===== src/rtl/motoro3_pkg.sv =====
// Shared definitions for the motoro3 front-panel command path: default
// timing constants, the auto-repeat FSM state type and a counter-width helper.
package motoro3_pkg;

  // 10 MHz clock: 1 ms debounce, 0.5 s first repeat, 0.1 s repeat period.
  localparam int DEB_CYC_DEF = 10000;
  localparam int RPT_DLY_DEF = 5000000;
  localparam int RPT_PER_DEF = 1000000;

  typedef enum logic [1:0] {
    IDLE     = 2'd0,
    HOLD_DLY = 2'd1,
    REPEAT   = 2'd2
  } rptState_t;

  // Bits needed to hold maxVal itself, so a counter loaded with it never wraps.
  function automatic int cntWidth(input int maxVal);
    return (maxVal < 2) ? 1 : $clog2(maxVal + 1);
  endfunction

endpackage


===== src/rtl/motoro3_cmd_cond_if.sv =====
// Front-panel bundle: raw buttons in, conditioned motoro3_top commands out.
// The panel side uses master, the conditioner uses slave.
interface motoro3_cmd_cond_if;

  logic btnStart;
  logic btnStop;
  logic btnInv;
  logic btnInc;
  logic btnDec;

  logic m3start;
  logic m3forceStop;
  logic m3invRotate;
  logic m3freqINC;
  logic m3freqDEC;

  modport master (
    output btnStart, btnStop, btnInv, btnInc, btnDec,
    input  m3start, m3forceStop, m3invRotate, m3freqINC, m3freqDEC
  );

  modport slave (
    input  btnStart, btnStop, btnInv, btnInc, btnDec,
    output m3start, m3forceStop, m3invRotate, m3freqINC, m3freqDEC
  );

endinterface


===== src/rtl/motoro3_debounce.sv =====
// One button: 2-flop synchroniser followed by a counting debouncer.
// deb changes after DEB_CYC consecutive synced samples that differ from it;
// rise/fall are one-cycle pulses aligned with the deb change.
module motoro3_debounce
  import motoro3_pkg::*;
#(
  parameter int DEB_CYC = DEB_CYC_DEF
) (
  input  logic clk,
  input  logic rst,
  input  logic btn,
  output logic deb,
  output logic rise,
  output logic fall
);

  localparam int              CW   = cntWidth(DEB_CYC - 1);
  localparam logic [CW-1:0]   LAST = CW'(DEB_CYC - 1);

  logic [1:0]    sync;
  logic [CW-1:0] cnt;

  // Synchronise, then accept a new level only after an unbroken run of samples.
  // NOTE: sequential state uses <= so every flop samples pre-edge values;
  // blocking here would let sync[1] see this cycle's sync[0].
  always_ff @(posedge clk) begin
    if (rst) begin
      sync <= '0;
      cnt  <= '0;
      deb  <= 1'b0;
      rise <= 1'b0;
      fall <= 1'b0;
    end else begin
      sync <= {sync[0], btn};
      rise <= 1'b0;
      fall <= 1'b0;
      if (sync[1] == deb) begin
        cnt <= '0;
      end else if (cnt == LAST) begin
        cnt  <= '0;
        deb  <= sync[1];
        rise <= sync[1];
        fall <= ~sync[1];
      end else begin
        cnt <= cnt + CW'(1);
      end
    end
  end

endmodule


===== src/rtl/motoro3_cmd_cond.sv =====
// Front-panel command conditioner for motoro3_top. Debounces five buttons and
// turns them into start/step pulses, a stop level and a direction toggle.
// Stop dominates everything except the direction toggle; INC dominates DEC.
// Build option M3CMD_AUTOREPEAT_EN adds hold-to-repeat on the INC/DEC buttons;
// without it each press gives exactly one step pulse.
module motoro3_cmd_cond
  import motoro3_pkg::*;
#(
  parameter int DEB_CYC = DEB_CYC_DEF,
  parameter int RPT_DLY = RPT_DLY_DEF,
  parameter int RPT_PER = RPT_PER_DEF
) (
  input logic               clk,
  input logic               rst,
  motoro3_cmd_cond_if.slave bus
);

  // Button slots in the debounce vectors.
  localparam int START = 0;
  localparam int STOP  = 1;
  localparam int INV   = 2;
  localparam int INC   = 3;
  localparam int DEC   = 4;

  // Step channels.
  localparam int CH_INC = 0;
  localparam int CH_DEC = 1;

  logic [4:0] rawBtn;
  logic [4:0] deb;
  logic [4:0] rise;
  logic [4:0] fall;

  assign rawBtn = {bus.btnDec, bus.btnInc, bus.btnInv, bus.btnStop, bus.btnStart};

  for (genvar i = 0; i < 5; i++) begin : gDeb
    motoro3_debounce #(.DEB_CYC(DEB_CYC)) uDeb (
      .clk  (clk),
      .rst  (rst),
      .btn  (rawBtn[i]),
      .deb  (deb[i]),
      .rise (rise[i]),
      .fall (fall[i])
    );
  end

  // Debounce outputs with no consumer here, gathered so they read as intentional.
  logic unusedDeb;
  assign unusedDeb = ^{deb[START], deb[INV], rise[STOP],
                       fall[START], fall[STOP], fall[INV], fall[DEC]};

  // Per-channel step control. Releasing INC while DEC is still held counts as
  // a fresh DEC press, so DEC takes over without needing a re-press.
  logic [1:0] press;
  logic [1:0] held;
  logic [1:0] forceIdle;
  logic [1:0] pulse;

  assign press     = {rise[DEC] | (fall[INC] & deb[DEC]), rise[INC]};
  assign held      = {deb[DEC], deb[INC]};
  assign forceIdle = {deb[STOP] | deb[INC], deb[STOP]};

`ifdef M3CMD_AUTOREPEAT_EN
  localparam int            CW       = cntWidth((RPT_DLY > RPT_PER) ? RPT_DLY : RPT_PER);
  localparam logic [CW-1:0] DLY_LOAD = CW'(RPT_DLY);
  localparam logic [CW-1:0] PER_LOAD = CW'(RPT_PER);

  rptState_t     state     [2];
  rptState_t     stateNext [2];
  logic [CW-1:0] cnt       [2];
  logic [CW-1:0] cntNext   [2];

  // Repeat FSM state and countdown registers; reset cancels any pending repeat.
  always_ff @(posedge clk) begin
    for (int i = 0; i < 2; i++) begin
      if (rst) begin
        state[i] <= IDLE;
        cnt[i]   <= '0;
      end else begin
        state[i] <= stateNext[i];
        cnt[i]   <= cntNext[i];
      end
    end
  end

  // Next state, counter load/decrement and step pulse per channel.
  // NOTE: every output of this block gets a default first, so no path can
  // leave one unassigned and infer a latch.
  always_comb begin
    for (int i = 0; i < 2; i++) begin
      stateNext[i] = state[i];
      cntNext[i]   = cnt[i];
      pulse[i]     = 1'b0;
      if (forceIdle[i] || !held[i]) begin
        stateNext[i] = IDLE;
        cntNext[i]   = '0;
      end else begin
        case (state[i])
          IDLE: begin
            if (press[i]) begin
              pulse[i]     = 1'b1;
              cntNext[i]   = DLY_LOAD;
              stateNext[i] = HOLD_DLY;
            end
          end
          HOLD_DLY: begin
            if (cnt[i] == CW'(1)) begin
              pulse[i]     = 1'b1;
              cntNext[i]   = PER_LOAD;
              stateNext[i] = REPEAT;
            end else begin
              cntNext[i] = cnt[i] - CW'(1);
            end
          end
          REPEAT: begin
            if (cnt[i] == CW'(1)) begin
              pulse[i]   = 1'b1;
              cntNext[i] = PER_LOAD;
            end else begin
              cntNext[i] = cnt[i] - CW'(1);
            end
          end
          default: begin
            stateNext[i] = IDLE;
            cntNext[i]   = '0;
          end
        endcase
      end
    end
  end
`else
  // Press events are already single-cycle, so one pulse per press needs no
  // state: the channel simply stays idle until the next debounced press.
  assign pulse = press & held & ~forceIdle;
`endif

  // Registered command outputs toward motoro3_top.
  always_ff @(posedge clk) begin
    if (rst) begin
      bus.m3start     <= 1'b0;
      bus.m3forceStop <= 1'b0;
      bus.m3invRotate <= 1'b0;
      bus.m3freqINC   <= 1'b0;
      bus.m3freqDEC   <= 1'b0;
    end else begin
      bus.m3start     <= rise[START] & ~deb[STOP];
      bus.m3forceStop <= deb[STOP];
      if (rise[INV]) begin
        bus.m3invRotate <= ~bus.m3invRotate;
      end
      bus.m3freqINC   <= pulse[CH_INC];
      bus.m3freqDEC   <= pulse[CH_DEC];
    end
  end

endmodule

===== src/flat_wrapper.sv =====
// flat-port wrapper written by rule: the top's interface ports become plain ports
module motoro3_cmd_cond_flat import motoro3_pkg::*;
#(
  parameter int DEB_CYC = DEB_CYC_DEF,
  parameter int RPT_DLY = RPT_DLY_DEF,
  parameter int RPT_PER = RPT_PER_DEF
)
  (clk, rst, bus_btnStart, bus_btnStop, bus_btnInv, bus_btnInc, bus_btnDec, bus_m3start, bus_m3forceStop, bus_m3invRotate, bus_m3freqINC, bus_m3freqDEC);
  motoro3_cmd_cond_if bus_i ();
  input logic clk;
  input logic rst;
  input wire logic [$bits(bus_i.btnStart)-1:0] bus_btnStart;
  input wire logic [$bits(bus_i.btnStop)-1:0] bus_btnStop;
  input wire logic [$bits(bus_i.btnInv)-1:0] bus_btnInv;
  input wire logic [$bits(bus_i.btnInc)-1:0] bus_btnInc;
  input wire logic [$bits(bus_i.btnDec)-1:0] bus_btnDec;
  output wire logic [$bits(bus_i.m3start)-1:0] bus_m3start;
  output wire logic [$bits(bus_i.m3forceStop)-1:0] bus_m3forceStop;
  output wire logic [$bits(bus_i.m3invRotate)-1:0] bus_m3invRotate;
  output wire logic [$bits(bus_i.m3freqINC)-1:0] bus_m3freqINC;
  output wire logic [$bits(bus_i.m3freqDEC)-1:0] bus_m3freqDEC;
  assign bus_i.btnStart = bus_btnStart;
  assign bus_i.btnStop = bus_btnStop;
  assign bus_i.btnInv = bus_btnInv;
  assign bus_i.btnInc = bus_btnInc;
  assign bus_i.btnDec = bus_btnDec;
  assign bus_m3start = bus_i.m3start;
  assign bus_m3forceStop = bus_i.m3forceStop;
  assign bus_m3invRotate = bus_i.m3invRotate;
  assign bus_m3freqINC = bus_i.m3freqINC;
  assign bus_m3freqDEC = bus_i.m3freqDEC;
  motoro3_cmd_cond #(.DEB_CYC(DEB_CYC), .RPT_DLY(RPT_DLY), .RPT_PER(RPT_PER)) u_core (.clk(clk), .rst(rst), .bus(bus_i));
endmodule

===== config.mk =====
export PLATFORM = sky130hd
export DESIGN_NAME = motoro3_cmd_cond_flat
export DESIGN_NICKNAME = d
export VERILOG_FILES = /design/src/rtl/motoro3_pkg.sv /design/src/rtl/motoro3_cmd_cond_if.sv /design/src/rtl/motoro3_debounce.sv /design/src/rtl/motoro3_cmd_cond.sv /design/src/flat_wrapper.sv
export SDC_FILE = /design/constraint.sdc
export NUM_CORES = 1
export LEC_CHECK = 0
export ABC_AREA = 1
export CAP_MARGIN = 20
export CORE_UTILIZATION = 35
export DETAILED_ROUTE_END_ITERATION = 10
export SETUP_SLACK_MARGIN = 0.3
export SLEW_MARGIN = 20
export SYNTH_ARGS = -nofsm -noshare
export SYNTH_HDL_FRONTEND = slang
export SYNTH_HIERARCHICAL = 1
export SYNTH_SLANG_ARGS = --single-unit
export TNS_END_PERCENT = 100

===== constraint.sdc =====
create_clock -name clk -period 1.9 [get_ports clk]
set_clock_uncertainty 0.05 [all_clocks]
set_input_delay 0.475 -clock clk [delete_from_list [all_inputs] [get_ports clk]]
set_output_delay 0.475 -clock clk [all_outputs]
set_load 0.03 [all_outputs]

After elaboration in Yosys (flattened, before gate mapping). Cells that the tools add are included.

Bits in registers: 95. Bits of input ports: 7.

Equality and inequality tests: 10. Reductions and logical operators: 14. Bitwise logic cells: 19. Add/sub/neg operators: 5.

Operator list (count): $add A14 B1 Y14 const B (5); $eq A14 B14 Y1 const B (5); $reduce_or A3 Y1 (9); $not A1 Y1 (12); $reduce_and A2 Y1 (5); $eq A1 B1 Y1 (5); $and A2 B2 Y2 (2); $and A1 B1 Y1 (2); $not A2 Y2 (1); $or A1 B1 Y1 (2).

Depth between registers and ports, before layout. Gate-level depths: netlist of the first run.

Word-level depth: 4. Depth in mapped cells: 7. Depth with buffers taken out: 7.

Cells and area by module. Netlist of the first run, hierarchy kept.

Modules (own cells, without submodules): motoro3_debounce (area an instance 878.3 µm², sequential area each 380.4 µm², instances 5, cells each 119); motoro3_cmd_cond (area an instance 170.2 µm², sequential area each 100.1 µm², instances 1, cells each 22).

Least setup slack after synthesis of the first run. No wires, ideal clock.

Path kind: reg-to-reg. From: register u_core.gDeb[0].uDeb.cnt[0]. To: register u_core.gDeb[0].uDeb.cnt[7]. Buffers on the path: 1. Clock period less this slack: 1.304 ns. Arrival time: 1.140 ns. Setup slack: 0.596 ns. Cell stages (with the launch flop): 8. Data required time: 1.736 ns. Cells stage by stage: dfxtp_1 -> ha_1 -> nand3_1 -> nor2_1 -> nand2_1 -> nand2_2 -> buf_6 -> nor2_1.

Cells in the longest elaborated chain, start to end: 2. Elaborated cells between the ends (all ways): 3. Classes of those cells: add/sub (1); eq/ne (1); reduce/logical (1).

Ends and longest elaborated chain: start: declaration (RTL line motoro3_debounce.sv:21) `logic [CW-1:0] cnt;`; start signal: assignment (RTL line motoro3_debounce.sv:45) `cnt <= cnt + CW'(1);`; branches (longest 2 deep; another with $add A14 B1 Y14).

Parallel ways; which one is timed is not known. A chain may end at the register's enable or synchronous reset.

Worst setup path in the final report of the first run.
From: register u_core.bus.m3forceStop. To: output port bus_m3forceStop.

RTL lines: start: declaration (RTL line motoro3_cmd_cond_if.sv:24) `output m3start, m3forceStop, m3invRotate, m3freqINC, m3freqDEC`; start signal: assignment (RTL line motoro3_cmd_cond.sv:147) `bus.m3forceStop <= deb[STOP];`; end: declaration (RTL line flat_wrapper.sv:18) `output wire logic [$bits(bus_i.m3forceStop)-1:0] bus_m3forceStop;`.

No word-level cell between the ends.

==> flow_metrics.tcl, run 1 <==
set metrics [dict create \
    design_area_sq_mm 0.005150 \
    clockBufferDepth 2 \
    htreeDepth 3 \
    finalHoldViolCount 0 \
    r2r-start "u_core/gDeb[0].uDeb/cnt[0]$_SDFF_PP0_" \
    drive_gt1_share_pct 13.36 \
    path_class "reg -> out" \
    cp.arrival_ps 1030 \
    core_area_sq_mm 0.01216 \
    placementRows 40 \
    gr-total-overflow 0 \
    numCtsBuffers 9 \
    end_kind "primary output" \
    power_frac_comb_pct 1.8 \
    setup_tns_ps 0 \
    r2r_end "u_core/gDeb[0].uDeb/cnt[8]$_SDFF_PP0_" \
    p_int_uw 3325 \
    hold_depth 2 \
    status "finished clean" \
    worstPathCellList "dlygate4sd2_1" \
    grt_max_degree 17 \
    gp_congestion 0.7888 \
    critPathMaxFanout 1 \
    sw_frac_of_total_pct 19.51 \
    clk_pin_slew_ps 70 \
    p_seq_share_pct 48.6 \
    clkLatencyLatePin_ps 340 \
    start_kind "register" \
    portBuffers 11 \
    ys.warnings.count 6 \
    antenna_found_initial 0 \
    grt_pass1_wl_um 13880 \
    worstRegToRegCells 6 \
    switchingPower_uw 806.1 \
    cap_violations 0 \
    routedWlPerCell_um 10.26 \
    ant_nets 0 \
    cts-root-buf "clkbuf_16" \
    cts.sinks 95 \
    ir_drop_mv 0.6333 \
    placed_area_sq_mm 0.004730 \
    synth_area_sq_mm 0.004428 \
    avgSynthCellArea_sq_um 7.307 \
    viasPerCell 4.515 \
    max_freq_ghz 0.6417 \
    rsz0062_at_grt "true" \
    p_per_area_mw_per_mm2 802.1 \
    routed-via-count 3630 \
    synth_cells 606 \
    hold_buffers 0 \
    first_iter_violations 192 \
    hold_path.class "reg -> reg" \
    period_share_pct 82.02 \
    drtPass1Iterations 5 \
    cts_tree "yes" \
    maxSlewHeadroom_pct 78.30 \
    min_from "u_core/gDeb[0].uDeb/sync[0]$_SDFF_PP0_" \
    clockPowerShare_pct 49.5 \
    remaining_drc_errors 0 \
    die_h_um 114.5 \
    cellLeakagePower_uw 0.001748 \
    dp_hpwl_um 5757 \
    reg2reg_slack_ps 430 \
    post-cts-setup-buffer-count 0 \
    dieArea_sq_mm 0.01311 \
    crit_path_max_incr_delay_ps 390 \
    grt_pass1_vias 3323 \
    finalSetupViolations 0 \
    finalWirelength_um 8251 \
    ios 12 \
    final_max_slew_viol_count 0 \
    synth_fp_nets 618 \
    area_delta_synth_final_pct 16.30 \
    start_util_pct 36.41 \
    diodes 0 \
    worstHoldEndpoint "u_core/gDeb[0].uDeb/sync[1]$_SDFF_PP0_" \
    worstMarginPinSlew_ps 322.0 \
    finalNetCount 643 \
    worstPathRequired_ps 1370 \
    cp_num_buf_inv 1 \
    slowest_stage "dlygate4sd2_1" \
    grt_usage_pct 13.04 \
    period_needed_ps 1558 \
    fill_cells 1228 \
    critPathTopFamily "buffers and inverters" \
    die_w_um 114.5 \
]
per-stage QoR:
stage                     setup WS [ps]  hold WS (ps)  power (uW)  util (%)  instances
final                             341.6         353.9        4131     42.35        804
after CTS                         250.1         354.6        4193     41.69        801
after floorplan                   595.7         338.3        2094         -        606
after global placement            3.139         339.3        2121     38.89        785
after global routing              289.5         374.5        4294     42.35        804
after detailed placement         -35.48         345.4        2123     38.89        785
routing by layer:
metal	wire (um)	global-route usage (%)	up-vias
li1	-	-	1943
met1	3898	15.42	1638
met2	4009	22.63	38
met3	246	3.494	11
met4	95	4.675	0
met5	0	0	-
placed cells by master, fill, tap and decap left out, types with 3 or more instances in the layout:
cell / n
nand3_2: 9
buf_4: 5
xnor2_1: 10
clkdlybuf4s50_1: 6
xor2_1: 20
ha_1: 5
a21oi_1: 15
nand2_1: 109
nor3_1: 15
nand2_2: 19
nand2_4: 4
nor2_1: 124
bufinv_16: 3
nor2_2: 4
nand4_1: 15
inv_1: 83
o21ai_0: 3
nor2_4: 10
dfxtp_1: 95
or2_0: 5
nor3_2: 4
nand3_1: 41
a21oi_2: 10
clkbuf_16: 9
registers in the layout, indices dropped and copies added, names as in the netlist:
| name | count |
|---|---|
| u_core/bus.m3freqINC | 1 |
| u_core/gDeb.uDeb/cnt | 70 |
| u_core/bus.m3invRotate | 1 |
| u_core/bus.m3start | 1 |
| u_core/gDeb.uDeb/rise | 4 |
| u_core/gDeb.uDeb/fall | 1 |
| u_core/bus.m3forceStop | 1 |
| u_core/gDeb.uDeb/sync | 10 |
| u_core/bus.m3freqDEC | 1 |
| u_core/gDeb.uDeb/deb | 5 |
power groups by stage:
stage                     registers [uW]  clock network, uW  logic, uW
after floorplan                     2050                  0       41.0
after CTS                           2010               2120       69.4
final                               2010               2050       75.4
after global routing                2010               2200       86.6
after detailed placement            2050                  0       68.9
after global placement              2050                  0       66.9
worst max-delay path by stage:
stage	startpoint	endpoint	slack (ps)	cells past startpoint
finish	u_core/bus.m3forceStop$_SDFF_PP0_	bus_m3forceStop	340	1
global route	rst	u_core/gDeb[2].uDeb/cnt[1]$_SDFF_PP0_	290	7
CTS	u_core/bus.m3invRotate$_SDFFE_PP0P_	bus_m3invRotate	250	1
detailed placement	rst	u_core/gDeb[3].uDeb/cnt[8]$_SDFF_PP0_	-40	7
global placement	rst	u_core/gDeb[3].uDeb/cnt[4]$_SDFF_PP0_	3	7
floorplan	u_core/gDeb[3].uDeb/cnt[0]$_SDFF_PP0_	u_core/gDeb[3].uDeb/cnt[7]$_SDFF_PP0_	600	7
layout make-up:
cell class	count	area (sq um)	area share, %
clock buffer	9	225.2	4.373
clock inverter	7	117.6	2.284
inverter	83	311.5	6.050
multi-input combinational	426	2247	43.63
sequential	95	1902	36.93
tap	168	210.2	4.082
timing repair buffer	16	136.4	2.648
repair_timing:
item	CTS	global route
cloned	0	3
pin swaps	0	6
endpoints found under the setup margin	5	69
gates resized for setup	8	22
(Power assumes the default switching activity.)
==> inputs of run 2 (changes only) <==
==> constraint.sdc (replaced) <==
create_clock -name clk -period 1.37 [get_ports clk]
set_clock_uncertainty 0.05 [all_clocks]
set_input_delay 0.3425 -clock clk [delete_from_list [all_inputs] [get_ports clk]]
set_output_delay 0.3425 -clock clk [all_outputs]
set_load 0.03 [all_outputs]
==> run 2 against run 1 <==
Non-clock buffer count is 39 higher. Sequential share of layout area is 5.7 points lower. Count of clock-buffer cells in the layout is 4 higher. First-iteration DRC count is 38% lower. Global-route usage is 2.1 points higher. Sequential power is 38% higher. Total power is 34% higher. Critical path depth is 5 higher. Routed wire length is 21% higher. Combinational power is 120% higher. Largest cell class unchanged.
==> flow_metrics.tcl, run 2 (same netlist as run 1, synthesis figures left out) <==
set metrics [dict create \
    drive_gt1_share_pct 40.92 \
    antenna_found_initial 0 \
    fin_util_pct 52.31 \
    diodes 0 \
    htreeDepth 3 \
    critPathTopFamily "simple AND/OR/NAND/NOR gates" \
    clockBufferDepth 2 \
    finalPower_uw 5539 \
    finalHoldViolCount 0 \
    ant_nets 0 \
    rsz0062_at_grt "true" \
    critPathMaxFanout 7 \
    cts.sinks 95 \
    die_w_um 114.5 \
    place_worst_setup_slack_ps -449.4 \
    path_class "reg -> reg" \
    finalNetCount 684 \
    worstMarginPinSlew_ps 317.8 \
    grt_usage_pct 15.11 \
    dieArea_sq_mm 0.01311 \
    ir_drop_mv 0.5773 \
    worst_hold_slack_ps 357.9 \
    clk_pin_slew_ps 60 \
    grt_pass1_wl_um 15980 \
    final_common_cell "nand2_1" \
    crit_path_max_incr_delay_ps 390 \
    hold_path.class "reg -> reg" \
    remaining_drc_errors 0 \
    final_max_slew_viol_count 0 \
    largest_reg_flops 70 \
    grt_pass1_vias 3696 \
    dp_hpwl_um 5927 \
    clkLatencyLatePin_ps 340 \
    maxSlewHeadroom_pct 78.77 \
    placed_area_sq_mm 0.004935 \
    portBuffers 11 \
    cp_num_buf_inv 0 \
    cts-root-buf "clkbuf_16" \
    grt_max_degree 15 \
    p_per_area_mw_per_mm2 870.6 \
    first_iter_violations 120 \
    status "finished clean" \
    top_register "u_core/gDeb.uDeb/cnt" \
    area_delta_synth_final_pct 43.68 \
    start_kind "register" \
    period_needed_ps 1304 \
    routedWlPerCell_um 11.82 \
    cellLeakagePower_uw 0.002208 \
    end_kind "register" \
    slowest_stage "dfxtp_4" \
    finalWirelength_um 9988 \
    viasPerCell 4.658 \
    ios 12 \
    worstPathCellList "ha_4 -> nand3_4 -> nor2_4 -> nand2_4 -> nand2_8 -> nor2_1" \
    gp_congestion 0.8350 \
    placementRows 40 \
    cts_tree "yes" \
    cp.arrival_ps 1490 \
    drtPass1Iterations 4 \
    max_freq_ghz 0.7670 \
    period_share_pct 95.16 \
    layout_common_cells "nand2_1 (96), nor2_1 (83), inv_1 (76)" \
    hold_buffers 0 \
    numCtsBuffers 9 \
    routed-via-count 3936 \
    cap_violations 0 \
    die_h_um 114.5 \
    design_area_sq_mm 0.006362 \
    worstPathRequired_ps 1560 \
    finalSetupViolations 0 \
    core_area_sq_mm 0.01216 \
    gr-total-overflow 0 \
    largestRegisters "u_core/gDeb.uDeb/cnt: 70 flops, u_core/gDeb.uDeb/sync: 10 flops, u_core/gDeb.uDeb/deb: 5 flops" \
    start_util_pct 36.41 \
    timing.final.ws_setup_ps 66.28 \
]
run 2: report_power, final:
| part | switching [uW] | internal (uW) |
|---|---|---|
| registers | 10.1 | 2770 |
| logic | 93.4 | 73.7 |
| clock network | 1040 | 1560 |
run 2: layer usage:
layer / GRT usage (%) / up-vias / wire (um)
li1: - / 2033 / -
met1: 18.73 / 1854 / 4408
met2: 25.37 / 37 / 5166
met3: 3.229 / 12 / 265
met4: 6.320 / 0 / 147
met5: 0 / - / 0
run 2: final timing paths:
check,start,slack [ps],cells past startpoint,to
worst max-delay path,u_core/gDeb[0].uDeb/cnt[0]$_SDFF_PP0_,70,6,u_core/gDeb[0].uDeb/cnt[12]$_SDFF_PP0_
worst min-delay path,u_core/gDeb[3].uDeb/sync[0]$_SDFF_PP0_,360,2,u_core/gDeb[3].uDeb/sync[1]$_SDFF_PP0_
worst max register to register,u_core/gDeb[0].uDeb/cnt[0]$_SDFF_PP0_,70,6,u_core/gDeb[0].uDeb/cnt[12]$_SDFF_PP0_
worst min register to register,u_core/gDeb[3].uDeb/sync[0]$_SDFF_PP0_,360,2,u_core/gDeb[3].uDeb/sync[1]$_SDFF_PP0_
run 2: metrics by stage:
| stage | cells | TNS, ps |
|---|---|---|
| after floorplan | 606 | 0 |
| after CTS | 828 | 0 |
| after detailed placement | 794 | -28080 |
| after global placement | 794 | -26060 |
| final | 845 | 0 |
| after global routing | 845 | -18.68 |
run 2: worst min-delay path, cell delays in order (launching register included):
cell	delay, ps
dfxtp_1	300
inv_1	40
nor2_1	30
run 2: area by class of cell:
type | instances | area, sq um
Sequential cell | 95 | 1986
Fill cell | 1147 | 5799
Inverter | 83 | 311.5
Clock buffer | 13 | 270.3
Timing Repair Buffer | 55 | 494.2
Multi-Input combinational cell | 428 | 3050
Tap cell | 168 | 210.2
Clock inverter | 3 | 40.04
run 2: what timing repair did:
| action | 4_1_cts | 5_1_grt |
|---|---|---|
| gates cloned | 5 | 0 |
| hold endpoints to repair | 0 | 0 |
| setup endpoints to repair | 87 | 85 |
| pin swaps | 33 | 46 |
| resized for setup | 94 | 134 |
| buffers inserted | 13 | 17 |
==> inputs of run 3 (changes only) <==
--- a/config.mk
+++ b/config.mk
@@ -6,7 +6,6 @@
 export NUM_CORES = 1
 export LEC_CHECK = 0
 export ABC_AREA = 1
-export CAP_MARGIN = 20
 export CORE_UTILIZATION = 35
 export DETAILED_ROUTE_END_ITERATION = 10
 export SETUP_SLACK_MARGIN = 0.3
==> results of run 3 <==
No change in the layout: final DEF, timing and power equal those of run 2.
